==> src/rtl/adc_acq_sequencer_pkg.sv <==
// adc_pkg: sequencer state encoding and ADC stream word layout (sample index above TS_LSB, sum below)
package adc_pkg;
  typedef enum logic [2:0] {IDLE, ARM, WAIT_TRIG, CAPTURE, HOLDOFF, DONE} state_t;
  localparam int ADC_TDATA_W = 64;
  localparam int TS_LSB = 15;
  localparam int TS_W = 49;
endpackage

==> src/rtl/adc_acq_sequencer_if.sv <==
// adc_acq_sequencer_if: valid/data/last stream bundle; master drives tvalid/tdata/tlast, slave receives them
interface adc_acq_sequencer_if;
  import adc_pkg::*;
  logic tvalid;
  logic [ADC_TDATA_W-1:0] tdata;
  logic tlast;
  modport master(output tvalid, tdata, tlast);
  modport slave(input tvalid, tdata, tlast);
endinterface

==> src/rtl/acq_down_counter.sv <==
// acq_down_counter: loadable down counter that stops at zero; ports clk, rst, load, load_val in, zero out
module acq_down_counter #(
  parameter int W = 32
) (
  input  logic         clk,
  input  logic         rst,
  input  logic         load,
  input  logic [W-1:0] load_val,
  output logic         zero
);
  logic [W-1:0] count;
  always_ff @(posedge clk)
    if (rst) count <= '0;
    else if (load) count <= load_val;
    else if (count != '0) count <= count - W'(1);
  assign zero = count == '0;
endmodule

==> src/rtl/adc_acq_sequencer.sv <==
// adc_acq_sequencer: arms the ADC trigger, gates triggered bursts onto m_axis and sequences multi-shot runs
//   aclk/areset: clock, sync active-high reset; cfg_*: run control and shot shape
//   s_axis: ADC stream in (valid = trigger fired); m_axis: gated capture stream, one-cycle latency
//   reset_trigger/reset_max_sum: ADC resets; busy/done/irq/shot_count/trig_timestamp: run status
module adc_acq_sequencer
  import adc_pkg::*;
#(
  parameter int CNT_W = 32,
  parameter int ARM_CYCLES = 2
) (
  input  logic                aclk,
  input  logic                areset,
  input  logic                cfg_start,
  input  logic                cfg_abort,
  input  logic [CNT_W-1:0]    cfg_capture_len,
  input  logic [15:0]         cfg_holdoff,
  input  logic [15:0]         cfg_num_shots,
  input  logic                cfg_clear_max,
  adc_acq_sequencer_if.slave  s_axis,
  adc_acq_sequencer_if.master m_axis,
  output logic                reset_trigger,
  output logic                reset_max_sum,
  output logic                busy,
  output logic                done,
  output logic [15:0]         shot_count,
  output logic [TS_W-1:0]     trig_timestamp,
  output logic                irq
);
  localparam logic [CNT_W-1:0] ARM_LOAD = CNT_W'(ARM_CYCLES > 1 ? ARM_CYCLES - 1 : 0);
  state_t state, state_n;
  logic [CNT_W-1:0] beat, len_m1, cnt_val;
  logic [15:0] shot_inc;
  logic cnt_load, cnt_zero, accept, last, valid_q, tlast_q;
  logic [ADC_TDATA_W-1:0] tdata_q;
  assign len_m1 = cfg_capture_len == '0 ? '0 : cfg_capture_len - CNT_W'(1);
  assign shot_inc = shot_count == 16'hffff ? shot_count : shot_count + 16'd1;
  assign accept = s_axis.tvalid & (state == WAIT_TRIG | (state == CAPTURE & beat <= len_m1));
  assign last = state == WAIT_TRIG ? len_m1 == '0 : beat == len_m1;
  always_ff @(posedge aclk) state <= areset ? IDLE : state_n;
  always_comb begin
    state_n = state;
    unique case (state)
      IDLE, DONE: state_n = cfg_start ? ARM : state;
      ARM:        state_n = cnt_zero ? WAIT_TRIG : ARM;
      WAIT_TRIG:  state_n = s_axis.tvalid ? CAPTURE : WAIT_TRIG;
      CAPTURE:    state_n = !s_axis.tvalid || beat >= len_m1 ? HOLDOFF : CAPTURE;
      HOLDOFF:    state_n = !cnt_zero ? HOLDOFF : cfg_num_shots != '0 && shot_inc == cfg_num_shots ? DONE : ARM;
      default:    state_n = IDLE;
    endcase
    if (cfg_abort) state_n = IDLE;
    cnt_load = state_n != state & (state_n == ARM | state_n == HOLDOFF);
    cnt_val = state_n == ARM ? ARM_LOAD : cfg_holdoff == '0 ? '0 : CNT_W'(cfg_holdoff - 16'd1);
    reset_trigger = !(state == WAIT_TRIG | state == CAPTURE);
    reset_max_sum = state == ARM & cfg_clear_max;
    busy = !(state == IDLE | state == DONE);
    done = state == DONE;
  end
  acq_down_counter #(.W(CNT_W)) u_cnt (
    .clk(aclk),
    .rst(areset | cfg_abort),
    .load(cnt_load),
    .load_val(cnt_val),
    .zero(cnt_zero)
  );
  always_ff @(posedge aclk)
    if (areset) begin
      valid_q <= 1'b0;
      tlast_q <= 1'b0;
      tdata_q <= '0;
      beat <= '0;
      shot_count <= '0;
      trig_timestamp <= '0;
      irq <= 1'b0;
    end else begin
      valid_q <= accept & ~cfg_abort;
      tlast_q <= accept & ~cfg_abort & last;
      tdata_q <= s_axis.tdata;
      irq <= state_n == DONE & state != DONE;
      beat <= cfg_abort ? '0 : !accept ? beat : state == WAIT_TRIG ? CNT_W'(1) : beat + CNT_W'(1);
      if (state == WAIT_TRIG & s_axis.tvalid & ~cfg_abort) trig_timestamp <= s_axis.tdata[ADC_TDATA_W-1:TS_LSB];
      if (!cfg_abort)
        shot_count <= (state == IDLE | state == DONE) & cfg_start ? '0 : state == HOLDOFF & cnt_zero ? shot_inc : shot_count;
    end
  assign m_axis.tvalid = valid_q;
  assign m_axis.tdata = tdata_q;
  // An early ADC drop is only visible the cycle the previous beat is already on the output,
  // so that beat's tlast is completed combinationally from the drop.
  assign m_axis.tlast = tlast_q | (valid_q & state == CAPTURE & ~s_axis.tvalid & ~cfg_abort & ~areset);
endmodule

==> src/flat_wrapper.sv <==
// flat-port wrapper written by rule: the top's interface ports become plain ports
module adc_acq_sequencer_flat import adc_pkg::*;
#(
  parameter int CNT_W = 32,
  parameter int ARM_CYCLES = 2
)
  (aclk, areset, cfg_start, cfg_abort, cfg_capture_len, cfg_holdoff, cfg_num_shots, cfg_clear_max, reset_trigger, reset_max_sum, busy, done, shot_count, trig_timestamp, irq, s_axis_tvalid, s_axis_tdata, s_axis_tlast, m_axis_tvalid, m_axis_tdata, m_axis_tlast);
  adc_acq_sequencer_if s_axis_i ();
  adc_acq_sequencer_if m_axis_i ();
  input  logic aclk;
  input  logic areset;
  input  logic cfg_start;
  input  logic cfg_abort;
  input  logic [CNT_W-1:0] cfg_capture_len;
  input  logic [15:0] cfg_holdoff;
  input  logic [15:0] cfg_num_shots;
  input  logic cfg_clear_max;
  output logic reset_trigger;
  output logic reset_max_sum;
  output logic busy;
  output logic done;
  output logic [15:0] shot_count;
  output logic [TS_W-1:0] trig_timestamp;
  output logic irq;
  input wire logic [$bits(s_axis_i.tvalid)-1:0] s_axis_tvalid;
  input wire logic [$bits(s_axis_i.tdata)-1:0] s_axis_tdata;
  input wire logic [$bits(s_axis_i.tlast)-1:0] s_axis_tlast;
  output wire logic [$bits(m_axis_i.tvalid)-1:0] m_axis_tvalid;
  output wire logic [$bits(m_axis_i.tdata)-1:0] m_axis_tdata;
  output wire logic [$bits(m_axis_i.tlast)-1:0] m_axis_tlast;
  assign s_axis_i.tvalid = s_axis_tvalid;
  assign s_axis_i.tdata = s_axis_tdata;
  assign s_axis_i.tlast = s_axis_tlast;
  assign m_axis_tvalid = m_axis_i.tvalid;
  assign m_axis_tdata = m_axis_i.tdata;
  assign m_axis_tlast = m_axis_i.tlast;
  adc_acq_sequencer #(.CNT_W(CNT_W), .ARM_CYCLES(ARM_CYCLES)) u_core (.aclk(aclk), .areset(areset), .cfg_start(cfg_start), .cfg_abort(cfg_abort), .cfg_capture_len(cfg_capture_len), .cfg_holdoff(cfg_holdoff), .cfg_num_shots(cfg_num_shots), .cfg_clear_max(cfg_clear_max), .s_axis(s_axis_i), .m_axis(m_axis_i), .reset_trigger(reset_trigger), .reset_max_sum(reset_max_sum), .busy(busy), .done(done), .shot_count(shot_count), .trig_timestamp(trig_timestamp), .irq(irq));
endmodule
==> config.mk <==
export PLATFORM = sky130hd
export DESIGN_NAME = adc_acq_sequencer_flat
export DESIGN_NICKNAME = d
export VERILOG_FILES = /design/src/rtl/adc_acq_sequencer_pkg.sv /design/src/rtl/adc_acq_sequencer_if.sv /design/src/rtl/acq_down_counter.sv /design/src/rtl/adc_acq_sequencer.sv /design/src/flat_wrapper.sv
export SDC_FILE = /design/constraint.sdc
export NUM_CORES = 1
export LEC_CHECK = 0
export BUFFER_PORTS_ARGS = -buffer_cell sky130_fd_sc_hd__buf_2
export CAP_MARGIN = 20
export CORE_ASPECT_RATIO = 0.8
export CORE_MARGIN = 5
export CORE_UTILIZATION = 30
export DETAILED_ROUTE_END_ITERATION = 16
export GPL_ROUTABILITY_DRIVEN = 0
export SETUP_SLACK_MARGIN = 0.4
export SYNTH_ARGS = -nofsm -noshare
export SYNTH_HDL_FRONTEND = slang
export SYNTH_SLANG_ARGS = --single-unit
==> constraint.sdc <==
create_clock -name aclk -period 14.8 [get_ports aclk]
set_clock_uncertainty 0.1 [all_clocks]
set_input_delay 0.74 -clock aclk [delete_from_list [all_inputs] [get_ports aclk]]
set_output_delay 0.74 -clock aclk [all_outputs]
set_load 0.05 [all_outputs]
# Yosys cells after proc, flatten, opt, wreduce, memory -nomap -nowiden
# Index checks and enable logic that the tools add are counted.
# totals
reg_bits	199
output_inout_bits	136
word_cells	88
# op_classes
addsub	5
n_lt_le_gt_ge	2
eq_ne	13
muxes	18
bitwise	24
reduce_logical	17
# ops
operator	n
2-to-1 mux 32 bit	6
zero test 32 bit	3
subtractor 32 x 1 -> 32 bit, second input constant	2
2-to-1 mux 16 bit	3
adder 32 x 1 -> 32 bit, second input constant	1
equality test 32 bit	1
>= comparator 32 bit	1
<= comparator 32 bit	1
nonzero test 32 bit	1
subtractor 16 x 1 -> 17 bit, second input constant	1
adder 16 x 1 -> 16 bit, second input constant	1
equality test 16 bit	1
equality test 16 bit, second input constant	1
zero test 16 bit	1
nonzero test 16 bit	1
AND 1 bit	15
2-to-1 mux 3 bit	5
one-hot mux 3 bit (5 select lines)	1
equality test 3 bit, second input constant	4
equality test 3 x 1 -> 1 bit, second input constant	2
equality test 3 x 2 -> 1 bit, second input constant	2
OR 1 bit	6
nonzero test 2 bit	2
OR reduction 2 bit	2
other kinds (10)	15

# Longest topological paths before layout
# logic_depth
word_depth	12
mapped_depth	19
ltp_nobuf	17

# Modules after synthesis
# From an unflattened synthesis, not the netlist that was laid out.
# unflattened
hier_cells	1315
hier_area_um2	10727.8
# modules_own_cells
mod	instances	cells_per_inst	area_each_um2
adc_acq_sequencer	1	1105	8893.5
acq_down_counter	1	210	1834.3

# Least setup slack after synthesis
# Ideal clock, no wire load.
# synth_timing
kind	input to register
startpoint	input cfg_capture_len[0]
endpoint	register u_core.u_cnt.count[10]
setup_time_ns	0.072
t_arrival_ns	5.045
required_ns	14.628
slack_ns	9.584
path_stages	18
path_buffers	2
cell_sequence	inv_1 -> ha_1 -> nor4b_1 -> and2_0 -> clkbuf_1 -> nand4_1 -> or4b_2 -> o21a_1 -> ha_1 -> nand4_1 -> nor4_1 -> a31oi_1 -> nand4_1 -> a21oi_1 -> o21ba_2 -> o22ai_4 -> buf_12 -> mux2i_1
# synth_between
elab_chain_len	11
# synth_lines
element	line_no	text
start, declared	flat_wrapper.sv:14	input logic [CNT_W-1:0] cfg_capture_len;
subtractor 32 x 1 -> 32 bit or zero test 32 bit (tied branches)	adc_acq_sequencer.sv:35	assign len_m1 = cfg_capture_len == '0 ? '0 : cfg_capture_len - CNT_W'(1);
2-to-1 mux 32 bit *	adc_acq_sequencer.sv:35	
>= comparator 32 bit *	adc_acq_sequencer.sv:46	CAPTURE: state_n = !s_axis.tvalid || beat >= len_m1 ? HOLDOFF : CAPTURE;
logical OR 1 bit *	adc_acq_sequencer.sv:46	
2-to-1 mux 3 bit *	adc_acq_sequencer.sv:46	
one-hot mux 3 bit (5 select lines) *	adc_acq_sequencer.sv:42	unique case (state)
2-to-1 mux 3 bit *	adc_acq_sequencer.sv:50	if (cfg_abort) state_n = IDLE;
equality test 3 x 1 -> 1 bit or equality test 3 bit (tied branches)	adc_acq_sequencer.sv:51, adc_acq_sequencer.sv:52	
OR 1 bit	adc_acq_sequencer.sv:51	cnt_load = state_n != state & (state_n == ARM | state_n == HOLDOFF);
AND 1 bit	adc_acq_sequencer.sv:51	
2-to-1 mux 32 bit or nonzero test 2 bit (tied branches)	--	
end signal, assigned	acq_down_counter.sv:14	else if (load) count <= load_val;
end signal, assigned	acq_down_counter.sv:15	else if (count != '0) count <= count - W'(1);
end, declared	acq_down_counter.sv:11	logic [W-1:0] count;
# Mark *: on every way between the ends. The rest lies on a longest branch, timed or not.
# A chain may end at the register's enable or synchronous reset.

# Final worst setup path
# layout_timing
startpoint	input cfg_capture_len[0]
endpoint	register u_core.irq
# layout_between
elab_chain_len	9
# layout_lines
element	line_no	text
subtractor 32 x 1 -> 32 bit or zero test 32 bit (tied branches)	adc_acq_sequencer.sv:35	
2-to-1 mux 32 bit *	adc_acq_sequencer.sv:35	
>= comparator 32 bit *	adc_acq_sequencer.sv:46	
logical OR 1 bit *	adc_acq_sequencer.sv:46	
2-to-1 mux 3 bit *	adc_acq_sequencer.sv:46	
one-hot mux 3 bit (5 select lines) *	adc_acq_sequencer.sv:42	
2-to-1 mux 3 bit *	adc_acq_sequencer.sv:50	
equality test 3 bit *	adc_acq_sequencer.sv:78	irq <= state_n == DONE & state != DONE;
AND 1 bit *	adc_acq_sequencer.sv:78	
end signal, assigned	adc_acq_sequencer.sv:73	irq <= 1'b0;
end signal, assigned	adc_acq_sequencer.sv:78	
end, declared	adc_acq_sequencer.sv:27	output logic irq
# Marks and branches as above.

==> results.py <==
metrics = {
    "logic_synthesis": {
        "synth_top_area_share_pct": 36.7,
        "synth_most_common_cell": "nand2_1",
        "yosys.area.top_type": "dfxtp_1",
        "avgSynthCellArea_um2": 8.01,
        "yosys_warnings": 0,
        "seq_area_frac_synth_pct": 36.7,
        "postSynthCellCount": 1357,
        "synth_common_cells": "nand2_1 (208), dfxtp_1 (199), a21oi_1 (121)",
        "ys_ff_latch": 199,
        "ys_types": 83,
        "synth_edf_count": 0,
        "async_flop_share_pct": 0,
        "synth_area_leaders": "dfxtp_1 (37%), nand2_1 (7.2%), a21oi_1 (5.6%)",
        "syn_area_um2": 10900,
        "synth_nets": 1529,
        "synth_ff_type": "dfxtp_1",
    },
    "hold_path": {
        "worstHoldEndpoint": "u_core.trig_timestamp[40]",
        "worstHoldPathType": "reg2reg",
        "holdPathStages": 2,
        "hp-start": "u_core.trig_timestamp[40]",
    },
    "cts": {
        "ctsHoldBuffers": 0,
        "cts_tree": "done",
        "clock-sinks": 199,
        "numCtsBuffers": 17,
        "clk_pin_slew_ns": 0.08,
        "ctsResizeCount": 0,
        "clock_latency_ns": 0.45,
        "cts_buffer_depth": 2,
        "cts_htree_levels": 4,
        "cts-root-buf": "clkbuf_16",
        "cts_setup_buffers": 0,
    },
    "final_layout": {
        "drive_gt1_share_pct": 20.5,
        "seq_area_um2": 3980,
        "multi_input_area_um2": 6470,
        "fill_cells": 3810,
        "syn_to_final_growth_pct": 21.4,
        "final_util_pct": 36.8,
        "final_nets": 1751,
    },
    "route": {
        "avgViaCountPerCell": 5.19,
        "drt_iter0_markers": 868,
        "drc": 0,
        "wl_per_cell_um": 16.1,
        "ant_nets": 0,
        "vias": 10751,
        "wirelength_um": 33400,
        "drt-pass1-iter-count": 5,
    },
    "die": {
        "die_h_um": 180,
        "die_w_um": 223,
        "io_pins": 271,
        "placementRows": 62,
        "core_um2": 35800,
        "fp.dieArea_um2": 40200,
        "initial_core_util_pct": 30.3,
    },
    "placement": {
        "io_buffer_count": 269,
        "place_hpwl_um": 25500,
        "pre_cts_ws_ns": 7.77,
    },
    "pwr": {
        "p_seq_share_pct": 37.4,
        "power_density_nw_per_um2": 127,
        "power_frac_clock_pct": 28.5,
        "ir_worst_vdd_uv": 73.2,
        "finalPower_mw": 1.67,
        "swShare_pct": 37.2,
        "power.switching_uw": 623,
        "leakagePower_nw": 5.22,
        "p_comb_share_pct": 34.1,
        "p_int_mw": 1.05,
    },
    "status": {
        "status": "complete, no violations",
    },
    "sta": {
        "fin_ws_ns": 8.12,
        "slew_violations": 0,
        "fmax_mhz": 150,
        "maxSlewHeadroom_pct": 27.8,
        "grt_setup_unrepaired": "no",
        "fin_crit_sh_pct": 45.2,
        "worst_slew_pin_slew_ns": 1.08,
        "layout_min_cycle_time_ns": 6.68,
        "setup_viol": 0,
        "finalSetupTns_ns": 0,
        "hold_violations": 0,
    },
    "worst_setup_path": {
        "worst-path-buf-inv": 2,
        "critPathMaxStageDelay_ns": 0.85,
        "critPathLaunchType": "input port",
        "cp.required_ns": 15.04,
        "cpLargestDelayFamily": "simple AND/OR/NAND/NOR gates",
        "worst_path_max_delay_cell": "nor4_1",
        "ff2ff_path_depth": 9,
        "path_common_cell": "nand4_1",
        "r2r_slack_ns": 10.68,
        "arrival_ns": 6.92,
        "r2r_end": "u_core.u_cnt.count[18]",
        "worstSetupEndpointType": "flop",
        "path_class": "in2reg",
        "timing.rr.start": "u_core.shot_count[1]",
        "crit_chain": "buf_2, inv_1, ha_1, nor4b_1, nand4_1, nor3_1, nand3_1, nand2_1, ha_1, nand4_1, nor4_1, a31oi_1, nand4_1, a21oi_1, o21bai_1, nor2_1, nor4b_1",
        "path_max_fanout": 27,
    },
    "global_route": {
        "grt_util_all_layers_pct": 16.1,
        "grt_pass1_wl_um": 53700,
        "grt_max_degree": 108,
        "grt-ovfl-total": 0,
        "grt_pass1_vias": 9961,
        "grt_antenna_before_repair": 2,
    },
    "run": {
        "cap_violations": 0,
    },
}
[flip-flops by register name, indices dropped and copies added, names as in the netlist]
register and flops:
u_core.trig_timestamp 49, u_core.beat 32, u_core.shot_count 16, u_core.u_cnt.count 32, u_core.m_axis.tvalid 1, u_core.m_axis.tdata 64, u_core.state 3, u_core.irq 1
u_core.tlast_q 1
[through the flow]
stage	cells	hold WS [ns]	cell area (um2)
detailed placement	2038	0.343	12600
CTS	2070	0.356	13200
global placement	2038	0.340	12600
global route	2073	0.374	13200
floorplan	1357	0.342	10900
finish	2073	0.352	13200
[worst reg2reg max path: cells and delay by family, from the launching register on]
family	cells	cell delay, ns
flops	1	0.52
compound gates	2	0.66
simple gates	4	1.80
xor+xnor	1	0.34
mux	1	0.18
fa+ha+maj	1	0.43
[cell type report]
class | instances | area share [%]
diodes | 1 | 0.0190
clock buffers | 19 | 3.28
clock inverters | 13 | 1.25
inverters | 27 | 0.768
multi-input cells | 1057 | 49.1
flip-flops and latches | 199 | 30.2
well taps | 480 | 4.55
repair buffers | 277 | 10.9
[kinds of logic after synthesis]
kind of cell / count (synthesis) / share of synthesized area (%)
and+or+nand+nor: 649 / 31.1
muxes: 25 / 2.30
xor gates and xnor gates: 76 / 6.12
adders and majority gates: 37 / 4.26
DFF: 199 / 36.7
AOI/OAI and AO/OA: 270 / 15.7
buffers and inverters: 101 / 3.84
[layer usage]
metal,vias to the layer above,share of wire [%],GRT usage [%],wire length [um]
li1,5325,-,-,-
met1,4930,45,22.1,15200
met2,454,45,25.3,14900
met3,42,7.8,3.60,2620
met4,0,2.0,4.90,658
met5,-,0,0,0
[how the worst max path moves through the flow]
stage | from | end | slack, ns | depth (start not counted)
after floorplan | cfg_capture_len[0] | u_core.u_cnt.count[10] | 9.58 | 18
after global placement | cfg_capture_len[0] | u_core.irq | 7.86 | 17
after detailed placement | cfg_capture_len[0] | u_core.beat[7] | 7.77 | 17
after CTS | cfg_capture_len[0] | u_core.irq | 8.25 | 17
after global routing | cfg_capture_len[0] | u_core.irq | 7.42 | 17
final | cfg_capture_len[0] | u_core.irq | 8.12 | 17
[placed cells by master, fill, tap and decap left out, types with 18 or more instances in the layout]
cell type	synthesis	routed
inv_1	27	27
a21oi_1	121	121
nor4_1	35	35
dfxtp_1	199	199
nand3_1	47	47
or4_1	23	23
o21ai_0	51	51
nor2_1	78	77
or3_1	24	24
xnor2_1	51	51
nor3_1	56	56
nand4_1	26	26
buf_2	8	268
xor2_1	25	25
mux2i_1	25	25
nor2b_1	74	74
nand2_1	208	208
o31ai_1	18	18
ha_1	37	37
[power groups by stage]
stage,registers (mW),clock network [mW],logic [mW]
after floorplan,0.666,0,0.426
after global placement,0.634,0,0.559
after detailed placement,0.637,0,0.568
after CTS,0.624,0.492,0.572
after global routing,0.632,0.518,0.640
final,0.625,0.477,0.571
Power figures use the tool's default switching activity.
